--- src/rtl/ext_pipe.sv ---
// Immediate extender with a 2-entry output FIFO: result visible the edge after push, no in->out bypass.
// in_ready depends only on occupancy, so downstream stalls never ripple combinationally upstream.
module ext_pipe #(
  parameter int IN_W     = 16,
  parameter int OUT_W    = 32,
  parameter int BR_SHAMT = 2
) (
  input  logic             clk,
  input  logic             reset,
  input  logic             flush,
  input  logic             in_valid,
  output logic             in_ready,
  input  logic [IN_W-1:0]  in_imm,
  input  logic [1:0]       in_op,
  output logic             out_valid,
  input  logic             out_ready,
  output logic [OUT_W-1:0] out_data,
  output logic [1:0]       occupancy
);

  localparam int PAD_W = OUT_W - IN_W;

  logic [OUT_W-1:0] zext, sext, ext_val;
  logic [OUT_W-1:0] mem_q [2];
  logic [OUT_W-1:0] mem_d [2];
  logic             wr_ptr_q, wr_ptr_d;
  logic             rd_ptr_q, rd_ptr_d;
  logic [1:0]       count_q, count_d;
  logic             push, pop;

  always_comb begin
    zext    = {{PAD_W{1'b0}}, in_imm};
    sext    = {{PAD_W{in_imm[IN_W-1]}}, in_imm};
    ext_val = zext;
    case (in_op)
      2'd0:    ext_val = zext;
      2'd1:    ext_val = sext;
      2'd2:    ext_val = zext << PAD_W;
      default: ext_val = sext << BR_SHAMT;
    endcase
  end

  assign in_ready  = (count_q != 2'd2);
  assign out_valid = (count_q != 2'd0);
  assign out_data  = out_valid ? mem_q[rd_ptr_q] : '0;
  assign occupancy = count_q;
  assign push      = in_valid & in_ready;
  assign pop       = out_valid & out_ready;

  always_comb begin
    mem_d    = mem_q;
    wr_ptr_d = wr_ptr_q;
    rd_ptr_d = rd_ptr_q;
    count_d  = count_q;
    // Squash wins over any same-cycle transfer.
    if (flush) begin
      wr_ptr_d = 1'b0;
      rd_ptr_d = 1'b0;
      count_d  = 2'd0;
    end else begin
      if (push) begin
        mem_d[wr_ptr_q] = ext_val;
        wr_ptr_d        = ~wr_ptr_q;
      end
      if (pop) begin
        rd_ptr_d = ~rd_ptr_q;
      end
      case ({push, pop})
        2'b10:   count_d = count_q + 2'd1;
        2'b01:   count_d = count_q - 2'd1;
        default: count_d = count_q;
      endcase
    end
  end

  always_ff @(posedge clk or negedge reset) begin
    if (!reset) begin
      mem_q[0] <= '0;
      mem_q[1] <= '0;
      wr_ptr_q <= 1'b0;
      rd_ptr_q <= 1'b0;
      count_q  <= 2'd0;
    end else begin
      mem_q[0] <= mem_d[0];
      mem_q[1] <= mem_d[1];
      wr_ptr_q <= wr_ptr_d;
      rd_ptr_q <= rd_ptr_d;
      count_q  <= count_d;
    end
  end

endmodule
--- config.mk ---
export PLATFORM = sky130hd
export DESIGN_NAME = ext_pipe
export DESIGN_NICKNAME = d
export VERILOG_FILES = /design/src/rtl/ext_pipe.sv
export SDC_FILE = /design/constraint.sdc
export NUM_CORES = 1
export LEC_CHECK = 0
export ABC_AREA = 1
export BUFFER_PORTS_ARGS = -buffer_cell sky130_fd_sc_hd__buf_2
export CAP_MARGIN = 5
export CORE_ASPECT_RATIO = 0.9
export CORE_MARGIN = 2
export CORE_UTILIZATION = 44
export DETAILED_ROUTE_END_ITERATION = 10
export PLACE_DENSITY_LB_ADDON = 0.2
export SYNTH_ARGS = -nofsm -noshare
export SYNTH_HDL_FRONTEND = slang
export SYNTH_SLANG_ARGS = --single-unit
--- constraint.sdc ---
create_clock -name clk -period 1.2 [get_ports clk]
set_input_delay 0.18 -clock clk [delete_from_list [all_inputs] [get_ports clk]]
set_output_delay 0.18 -clock clk [all_outputs]
set_load 0.01 [all_outputs]
---- After elaboration in Yosys (flattened, before gate mapping) ----
Index checks and enable logic that the tools add are counted.
word-level totals
  register bits after elaboration ......... 68
  input port bits ......................... 23
  output and inout bits ................... 36
  logic and storage cells ................. 43
operators by class
  add/subtract/negate cells ............... 2
  magnitude comparators ................... 3
  equality and inequality tests ........... 5
  multiplexer cells ....................... 14
  bitwise logic cells ..................... 7
  reduce and logical (&&, ||, !) cells .... 7
operator list
  cell                                                                          number
  32-bit 2-to-1 mux                                                             5
  32-bit one-hot mux with 3 select lines                                        1
  64-bit bitwise mux                                                            1
  32-bit demux with 1-bit select                                                1
  2-bit nonzero test                                                            3
  2-bit by 1-bit == test with 1-bit output, second input constant               2
  2-bit == test, second input constant                                          2
  2-bit greater-or-equal comparator, second input constant                      2
  1-bit 2-to-1 mux                                                              4
  1-bit inverter with 2-bit output                                              2
  2-bit one-hot mux with 2 select lines                                         1
  1-bit inverter                                                                3
  3-bit nonzero test                                                            1
  2-bit by 1-bit adder with 2-bit output, second input constant                 1
  1-bit bitwise AND                                                             2
  2-bit logical NOT                                                             1
  2-bit by 1-bit less-than comparator with 1-bit output, second input constant  1
  2-bit 2-to-1 mux                                                              1
  2-bit != test, second input constant                                          1
  2-bit AND reduction                                                           1
  2-bit by 1-bit subtractor with 2-bit output, second input constant            1
  1-bit logical AND                                                             1

---- Logic depth before layout (Yosys ltp) ----
Gate-level depths: netlist of run 1.
  depth in word-level cells ............... 6
  gate-level depth with buffers ........... 9
  gate-level depth less buffers ........... 7

---- Least setup slack after synthesis of run 1 ----
Ideal clock, no wire load.
  kind .................................... reg2reg
  from .................................... register count_q[0] (netlist: occupancy[0])
  to ...................................... register mem_q[41] in the netlist's numbering
  library setup time ...................... 0.132 ns
  data arrival time ....................... 1.175 ns
  required time ........................... 1.068 ns
  path slack .............................. -0.107 ns
  stages on the path, launching flop included .. 8
  buffers on the path ..................... 2
  period minus slack after synthesis ...... 1.307 ns
  path through ............................ dfrtp_1 inv_2 a21oi_4 nand3_2 buf_4 buf_6 nand2_1 o21ai_1
on the way
  cells in the longest elaborated chain, start to end .. 3
RTL lines
  item                                  line  source
  start, declared                       28    logic [1:0] count_q, count_d;
  start signal, assigned                88    count_q <= count_d;
  2-bit != test                         43    assign in_ready = (count_q != 2'd2);
  1-bit bitwise AND                     47    assign push = in_valid & in_ready;
  2-bit AND reduction (no source line)  -
  end, declared                         24    logic [OUT_W-1:0] mem_q [2];
No other way between the ends.
A chain may end at the register's enable or synchronous reset.

---- Final worst setup path of run 1 ----
  from .................................... register count_q[0] (netlist: occupancy[0])
  to ...................................... register mem_q[45] in the netlist's numbering
The elaborated chain is that of the path after synthesis.

==> run summary, run 1 <==
For the pin with the worst max-slew slack, the measured transition is 0.4811 ns. Counting along the longest clock path gives a buffer depth of 2. The internal power was 5.820 mW; the total number of clock tree sinks was 68. The final cycle utilization of the critical path came out at 134.2%.

The synthesized netlist occupies a cell area of 0.003406 sq mm. The worst setup path startpoint was occupancy[0]$_DFFE_PN0P_. At the worst endpoint, the required time is 1.44 ns. Yosys instantiated no cell more often than sky130_fd_sc_hd__nand2_1. The total power per unit cell area was 1780 mW/mm^2; the part of the power in combinational logic was 42.6%. The number of ports placed on the die boundary came out at 59. The number of synthesized flops with an enable pin is 0, and the overall die area is 0.008461 sq mm.

The die is 96.74 um wide. STA classifies the critical path startpoint as a register. The first global-routing pass estimated 16960 um of wire. The clock root buffer master is sky130_fd_sc_hd__clkbuf_8. The floorplan has 30 rows.

The initial antenna violation count came out at 0. Summed over all layers, the routed wires come to 11180 um. Setup violations remaining at the end of the flow were counted as 102.

In this run the most critical hold path is launched from flush. Endpoint class of the critical path: a register. Clock-pin slew was measured on the worst setup and hold paths at 0.08 ns.

The wire-length estimate of the detail-placed layout is 6135 um. The top fanout value on the critical path was 5. The smallest setup slack after layout was -0.4104 ns; the placeable core region was 0.007507 sq mm. Multiplexer cells account for 0% of the synthesized area. The arrival time of data at the critical path endpoint is 1.85 ns, and the post-placement cell count is 610. The first TritonRoute pass finished after 7 iterations.

After detailed routing, the average wire length per cell comes to 16.94 um. Setup repair after global routing could not meet its margin everywhere. The port buffer count works out to 58. For this configuration, the core starts out at a cell density of 45.37%. After synthesis the netlist holds a flip-flop and latch count of 68. Net switching is 38.02% of the power.

The detailed router placed 3537 vias in this run. Share of the yosys chip area belonging to registers: 49.96%. Summed over all cells, the static leakage comes to 2.652 nW. The post-synthesis area per instance is 7.420 sq um.

The checks that failed: setup timing. The total inserted antenna cells came out at 0. The flow ran to the end, but the final reports show violations.

The filler cells instantiated in the layout total 601. In this run the biggest area consumer among cell types represents 49.96% of the synthesized area. The congestion estimate from routability-driven global placement came to 0.8681.

The number of routed nets with antenna violations is 0, and the global routing usage summed across all routing layers is 25.53%. The aggregate global routing overflow was 0. The die height is 87.47 um, and the violation count after the first detailed-routing iteration is 261.

The number of warnings issued by yosys is 0. The startpoint identified for the worst register-to-register timing path is occupancy[0]$_DFFE_PN0P_. The worst path needs 1.610 ns of the cycle, external delays included. Entering global routing, the biggest net connects 69 pins.

IR analysis of the VDD net gives a maximum drop of 0.0008122 V. The post-synthesis net count is 482. The hold violation count in the final report was 0; the number of max-cap violations was 0.

After detailed routing, the number of vias per cell comes to 5.359. After synthesis, the largest family of logic cells by area is simple AND/OR/NAND/NOR gates. Timing would allow up to 620.9 MHz.

In the final timing run, aggregate negative setup slack is -33.03 ns. The number of buffers created by CTS is 9. The XOR/XNOR share of the synthesized area works out to 0%. The final layout contains 582 nets. The synthesized netlist devotes 16.05% of its cell area to compound gates. The share of total power dissipated in the clock network is 18.2%. The post-synthesis adder-cell area fraction is 0%, and the net switching power is 3.570 mW. The run gives 0 as the total count of max-transition violations in the final report. The number of global-route vias before repair is 3365. Clock skew on the completed layout was measured at 0.01092 ns. In the final layout, the share of cells above drive strength 1 is 43.44%. The sequential fraction of design power is 39.2%. TritonCTS built the clock tree. The unique cell type count in the Yosys netlist came out at 20.

Counting flops with an async set or reset pin after synthesis yields a share of 100.0%. For the post-synthesis cell count, the log shows 459. Type of the worst min-delay path: input port to register.

Excluding fillers, the count of instances in the completed layout stands at 660. Yosys attributes the largest share of cell area to sky130_fd_sc_hd__dfrtp_1 50%, sky130_fd_sc_hd__nand2_1 21%, sky130_fd_sc_hd__a21oi_1 5.0%. The area fraction in and, or, nand and nor cells after synthesis works out to 24.32%. In this run the number of H-tree levels came out at 3.

The synthesized design spends more area on one cell type than any other, namely sky130_fd_sc_hd__dfrtp_1. The synthesis-to-finish area growth came out at 54.89%. Type of the setup path with the least slack: register to register. After detailed routing, the number of remaining DRC violations is 0. By count the netlist is led by 194 x sky130_fd_sc_hd__nand2_1, 68 x sky130_fd_sc_hd__dfrtp_1, 45 x sky130_fd_sc_hd__inv_1, 34 x sky130_fd_sc_hd__a21oi_1, 29 x sky130_fd_sc_hd__o21ai_0. The dominant register cell in the synthesized netlist is sky130_fd_sc_hd__dfrtp_1.

The worst pin sits at a relative slew slack of 67.59%. The run gives 0.35 ns as the clock insertion delay at the later pin of the skew report.
==> path summary, 6_finish.rpt <==
kind,endpoint,slack (ns),cells past startpoint
worst max-delay path,mem_q[45]$_DFFE_PN0P_,-0.41,9
worst min-delay path,occupancy[0]$_DFFE_PN0P_,0.12,4
worst max register to register,mem_q[45]$_DFFE_PN0P_,-0.41,9
worst min register to register,mem_q[61]$_DFFE_PN0P_,0.48,2
max in group asynchronous,mem_q[38]$_DFFE_PN0P_,0.51,3
min in group asynchronous,occupancy[1]$_DFFE_PN0P_,0.38,3
==> timing repair <==
item	CTS	global route
pin swaps	10	25
endpoints found under the hold margin	68	0
resized for setup	82	107
gates cloned	9	4
hold buffers	1	0
buffers inserted	13	12
setup endpoints to repair	99	101
==> cell families after synthesis <==
logic type      count (synthesis)
compound gates                103
buf+inv                        75
simple gates                  213
flops                          68
==> cells in the final DEF, fill, tap and decap left out <==
cell type / count
sky130_fd_sc_hd__clkinv_4: 1
sky130_fd_sc_hd__clkinv_2: 2
sky130_fd_sc_hd__nand3_2: 3
sky130_fd_sc_hd__nand2_4: 23
sky130_fd_sc_hd__buf_8: 3
sky130_fd_sc_hd__dfrtp_1: 65
sky130_fd_sc_hd__nand2_8: 1
sky130_fd_sc_hd__o21ai_0: 15
sky130_fd_sc_hd__nand2_1: 137
sky130_fd_sc_hd__nor2_4: 2
sky130_fd_sc_hd__nand3_1: 3
sky130_fd_sc_hd__o21ai_2: 20
sky130_fd_sc_hd__nor2_1: 7
sky130_fd_sc_hd__clkinvlp_4: 2
sky130_fd_sc_hd__clkbuf_8: 10
sky130_fd_sc_hd__buf_12: 15
sky130_fd_sc_hd__inv_2: 1
sky130_fd_sc_hd__a21oi_1: 12
sky130_fd_sc_hd__a21oi_2: 19
sky130_fd_sc_hd__clkbuf_1: 2
sky130_fd_sc_hd__a21oi_4: 4
sky130_fd_sc_hd__buf_6: 19
sky130_fd_sc_hd__dfrtp_2: 3
sky130_fd_sc_hd__o211ai_1: 1
sky130_fd_sc_hd__o22ai_1: 14
sky130_fd_sc_hd__buf_16: 7
sky130_fd_sc_hd__buf_2: 54
sky130_fd_sc_hd__o21ai_1: 18
sky130_fd_sc_hd__nand4_1: 1
sky130_fd_sc_hd__nand3_4: 1
sky130_fd_sc_hd__inv_4: 3
sky130_fd_sc_hd__inv_1: 43
sky130_fd_sc_hd__dlygate4sd3_1: 1
sky130_fd_sc_hd__clkbuf_16: 4
sky130_fd_sc_hd__nand2_2: 35
sky130_fd_sc_hd__buf_4: 13
==> per-layer routing <==
metal  global-route usage [%]  vias up  wire length, um  share of wire (%)
met5                        0        -                0                  0
li1                         -     1655                -                  -
met3                    6.581       26              794                7.1
met1                    33.57     1707             4630                 41
met4                    9.475        0              254                2.3
met2                    41.16      149             5503                 49
==> flip-flops by register name, indices dropped and copies added, names as in the netlist <==
name       cells
wr_ptr_q       1
rd_ptr_q       1
occupancy      2
mem_q         64
==> cell type report <==
type                            count  area (sq um)  share of cell area (%)
Multi-Input combinational cell    316          1857                   35.20
Sequential cell                    68          1705                   32.33
Timing Repair Buffer              116          1230                   23.32
Inverter                           48         192.7                   3.653
Clock buffer                       12         145.1                   2.751
Tap cell                           96         120.1                   2.277
Clock inverter                      4         25.02                  0.4744
==> through the flow <==
stage	setup WS [ns]	util [%]	power [mW]	area, sq um	hold slack (ns)
final	-0.4104	70.27	9.391	5275	0.1159
after global routing	-0.4644	70.27	9.976	5275	0.1205
after CTS	-0.4324	63.35	8.563	4756	0.1115
after detailed placement	-0.1558	52.98	6.185	3978	0.2327
after global placement	-0.1202	52.98	6.110	3978	0.2358
after floorplan	-0.04625	-	5.227	3467	-0.1156
==> power groups by stage <==
stage                     Sequential, mW  Clock, mW  Combinational [mW]
after floorplan                     3.47          0                1.75
after global placement              3.55          0                2.56
after detailed placement            3.56          0                2.62
after CTS                           3.58       1.72                3.26
after global routing                3.79       1.84                4.35
final                               3.68       1.71                4.00
==> critical path, cell delays in order, from the launching register on <==
cell	delay [ns]
sky130_fd_sc_hd__dfrtp_2	0.45
sky130_fd_sc_hd__inv_4	0.06
sky130_fd_sc_hd__buf_6	0.12
sky130_fd_sc_hd__a21oi_4	0.17
sky130_fd_sc_hd__nand3_4	0.14
sky130_fd_sc_hd__buf_12	0.17
sky130_fd_sc_hd__buf_12	0.14
sky130_fd_sc_hd__buf_16	0.14
sky130_fd_sc_hd__nand2_2	0.05
sky130_fd_sc_hd__o21ai_1	0.06
(Power assumes the default switching activity.)
==> inputs of run 2 (changes only) <==
- ABC_AREA: 1 -> default
- CTS_CLUSTER_SIZE: default -> 28
- clock period: 1.2 -> 1.6 ns (I/O delays scaled with it)
==> run 2 against run 1 <==
The flow still finishes with violations (setup timing). Combinational power down 62%. Die area is 0.28% higher. Global-route usage decreased by 6.8 points. Wire length fell by 16%. Final cell count down 30%. Worst setup slack improved by 0.28 ns. First-iteration DRC count is 38% lower.
==> run summary, run 2 <==
The most common cell in the synthesized netlist is sky130_fd_sc_hd__dfrtp_1. The post-placement cell count is 426 (-30%). Total vias in the final route: 2528 (-29%). The number of flip-flops under the largest register name came out at 64 (unchanged). The post-layout minimum cycle time was 1.729 ns; the final weighted congestion of routability-driven global placement was 0.7787 (-10%).

The tools report the arrival time of data at the critical path endpoint as 1.49 ns (-0.36 ns). TritonCTS built the clock tree. Of all cell types, the one taking the most synthesized area is sky130_fd_sc_hd__dfrtp_1. The tools report the launch instance of the worst register-to-register path as occupancy[1]$_DFFE_PN0P_. In this run the critical register-to-register path is captured at mem_q[38]$_DFFE_PN0P_. Wire length of the first global-routing pass: 12160 um (-28%). For the total inserted antenna cells, the log shows 0 (unchanged). The minimum setup slack among reg-to-reg paths is -0.03 ns (+0.38 ns). Violation count after the first detailed-routing iteration: 161 (-38%). The tools report the unique cell type count in the Yosys netlist as 26 (+30%). Share of the synthesized area in compound gates (AO/OA/AOI/OAI): 8.242% (-7.8 points). The logs give 68 (unchanged) for the total number of clock tree sinks and 0.1521 ns (+0.03619 ns) for the final-layout worst hold slack. The top-area cell type share of the netlist area is 49.82% (-0.15 points). The type of the worst min-delay path was input port to register. Number of cells traversed by the worst register-to-register path: 5 (-4).

The tree is rooted in a sky130_fd_sc_hd__clkbuf_8. The most used flip-flop cell after synthesis is sky130_fd_sc_hd__dfrtp_1. The final cycle utilization of the critical path is 108.1%, and the upper clock frequency limit is 578.3 MHz. The logs give 0 (unchanged) for the remaining design rule violation count and 280 (-39%) for the post-synthesis cell count. The detailed-route vias per instance works out to 5.472 (+2.1%). The initial antenna violation count is 0 (unchanged), and the post-detailed-placement half-perimeter wirelength is 5130 um (-16%). The data required time of the critical path is 1.36 ns (-0.08 ns), and the synthesis-to-finish area growth is 36.81%.

The run finished, with violations left. The net count of the finished layout is 385 (-34%), and the post-synthesis area per instance is 12.20 sq um (+64%). The total power per unit cell area works out to 1103 mW/mm^2 (-38%).

Multiplexer share of the synthesized area: 30.59% (+31 points). The tools report the aggregate global routing overflow as 0 (unchanged). Width of the chip: 96.88 um (+0.14%). The startpoint identified for the worst hold timing path is flush. The run gives 69 (unchanged) as the largest net degree at the start of global routing.

The number of routed nets with antenna violations came out at 0 (unchanged). The top cell types in the final layout, fill and taps aside, are 67 x sky130_fd_sc_hd__dfrtp_1, 50 x sky130_fd_sc_hd__buf_2, 32 x sky130_fd_sc_hd__mux2_2. The number of synthesized flops with an enable pin is 0 (unchanged). The post-synthesis adder-cell area fraction is 0% (unchanged), and the share of cells above drive strength 1 is 51.09% (+7.7 points). The area fraction in and, or, nand and nor cells after synthesis was 7.143% (-17 points); the clock insertion delay at the later pin of the skew report was 0.35 ns (about the same).

Number of ports placed on the die boundary: 59 (unchanged). Post-synthesis net count: 303 (-37%). Setup repair after global routing could not meet its margin everywhere. The worst setup path is of the register to output pin kind.

The effective utilization at floorplan came out at 45.27% (-0.093 points). Startpoint kind of the worst setup timing path: a register. Sorting the synthesized cells by area gives the leading types as sky130_fd_sc_hd__dfrtp_1 50%, sky130_fd_sc_hd__mux2_2 18%, sky130_fd_sc_hd__mux2i_1 11%. Endpoint class of the critical path: an output pin.

The final reports fail on setup timing. After synthesis, the largest family of logic cells by area is multiplexers. The number of max-cap violations came out at 0 (unchanged). The tools report the number of global-route vias before repair as 2287 (-32%).

The hold violation count in the final report came out at 0 (unchanged). The worst setup path startpoint was rd_ptr_q$_DFFE_PN0P_. The clock skew is 0.002612 ns (-0.008304 ns). The number of non-filler instances in the completed layout is 462 (-30%).

For the number of warnings issued by yosys, the log shows 0 (unchanged). The sink of the worst hold path was wr_ptr_q$_DFFE_PN0P_. The pre-CTS setup slack is -0.05935 ns (+0.09646 ns).

The detail-routed net length per standard cell came out at 20.33 um (+20%). The register bit total from synthesis works out to 68 (unchanged). The commonest non-fill, non-tap cell in the layout was sky130_fd_sc_hd__dfrtp_1. In the synthesized netlist, the cells that appear most often are 68 x sky130_fd_sc_hd__dfrtp_1, 56 x sky130_fd_sc_hd__mux2_2, 38 x sky130_fd_sc_hd__mux2i_1, 35 x sky130_fd_sc_hd__nor2_1, 14 x sky130_fd_sc_hd__a21o_1. Share of the yosys chip area belonging to registers: 49.82% (-0.15 points). The peak supply drop was 0.0007105 V (-13%). Smallest setup slack after layout: -0.1291 ns (+0.2813 ns).

The port buffer count was 58 (unchanged); the largest buffer count on any clock path was 2 (unchanged). The run gives 4 (-3) as the first-pass iteration count of the detailed router. The cell area after technology mapping was 0.003416 sq mm (+0.29%); the total of endpoints with negative setup slack in the final report was 64 (-37%). The run gives 18.76% (-6.8 points) as the global routing usage summed across all routing layers. The clock input transition at the sequential cells of the worst setup and hold paths is 0.07 ns (about the same), and the die height is 87.59 um (+0.14%). The logs give 0 (unchanged) for the total count of max-transition violations in the final report and 32.62% (-35 points) for the worst max-slew margin expressed relative to the limit.

The run gives 9391 um (-16%) as the post-detailed-routing wire length. The cell count of the worst hold path came out at 2 (-2). The tools report the number of buffers created by CTS as 9 (unchanged). Counting flops per register, the top entry is mem_q. The placement row count was 30 (unchanged); the top fanout value on the critical path was 4 (-1). The fraction of registers with async set or reset after synthesis is 100.0% (unchanged), and the placeable core region is 0.007545 sq mm (+0.50%). The final sum of negative setup slack is -4.238 ns (+28.79 ns). The XOR/XNOR share of the synthesized area is 0.2564% (+0.26 points). The overall die area was 0.008485 sq mm (+0.28%). H-tree depth: 3 (unchanged). The run gives 2.313 nW (-13%) as the leakage power. The measured slew at the worst slew-check pin came out at 1.009 ns (+0.5275 ns).
-- run 2: cell count changes after synthesis, sizes merged, moves of 26 or more --
cell   before  now
nand2     196    1
mux2        0   59
nor2        9   35
a21oi      35    3
mux2i       0   38
inv        48   10
o21ai      53    5
-- run 2: how the worst max path moves through the flow --
| stage | endpoint | cells after the start |
|---|---|---|
| global placement | mem_q[16]$_DFFE_PN0P_ | 4 |
| global route | out_data[26] | 6 |
| floorplan | mem_q[0]$_DFFE_PN0P_ | 5 |
| CTS | out_data[27] | 5 |
| detailed placement | mem_q[16]$_DFFE_PN0P_ | 4 |
| finish | out_data[22] | 5 |
-- run 2: power by group --
part | leakage, nW | switching [mW] | internal, mW
clock | 0.0893 | 0.617 | 0.634
sequential | 0.854 | 0.244 | 2.12
combinational | 1.37 | 0.661 | 0.878
-- run 2: layer usage --
layer	vias to the layer above	GRT usage, %	routed length (um)
met5	-	0	0
met4	0	6.146	208
met2	75	29.04	4259
met3	20	5.108	440
met1	1274	26.02	4483
li1	1159	-	-
-- run 2: what timing repair did --
action,CTS,global route
gates resized for setup,5,72
gates cloned,0,11
pin swaps,0,8
setup buffers,0,9
endpoints found under the setup margin,33,57
hold endpoints to repair,68,0
hold buffers,1,0
-- run 2: logic make-up (layout without fill, tap and decap cells) --
| kind of cell | after synthesis | in the layout |
|---|---|---|
| mux | 97 | 97 |
| compound gates | 38 | 38 |
| xor+xnor | 1 | 1 |
| flops | 68 | 68 |
| simple gates | 48 | 48 |
| buf+inv | 28 | 114 |
-- run 2: worst max-delay path, cell delays in order, from the launching register on --
cell and delay [ns]:
sky130_fd_sc_hd__dfrtp_2 0.44, sky130_fd_sc_hd__buf_6 0.14, sky130_fd_sc_hd__clkbuf_16 0.16, sky130_fd_sc_hd__mux2i_4 0.19
sky130_fd_sc_hd__nor2_4 0.10, sky130_fd_sc_hd__buf_6 0.11
-- run 2: cell type report --
type / count / area [sq um]
clock buffers: 13 / 158.9
multi-input cells: 184 / 1829
repair buffers: 89 / 814.5
inverters: 10 / 37.54
flip-flops and latches: 68 / 1703
clock inverters: 2 / 10.01
well taps: 96 / 120.1
fillers: 606 / 2872
-- run 2: metrics by stage --
step | power, mW | cell area (sq um) | utilization, %
after floorplan | 3.068 | 3418 | -
after global placement | 3.425 | 3870 | 51.29
after detailed placement | 3.468 | 3870 | 51.29
after CTS | 4.721 | 4066 | 53.90
after global routing | 5.413 | 4673 | 61.94
final | 5.156 | 4673 | 61.94
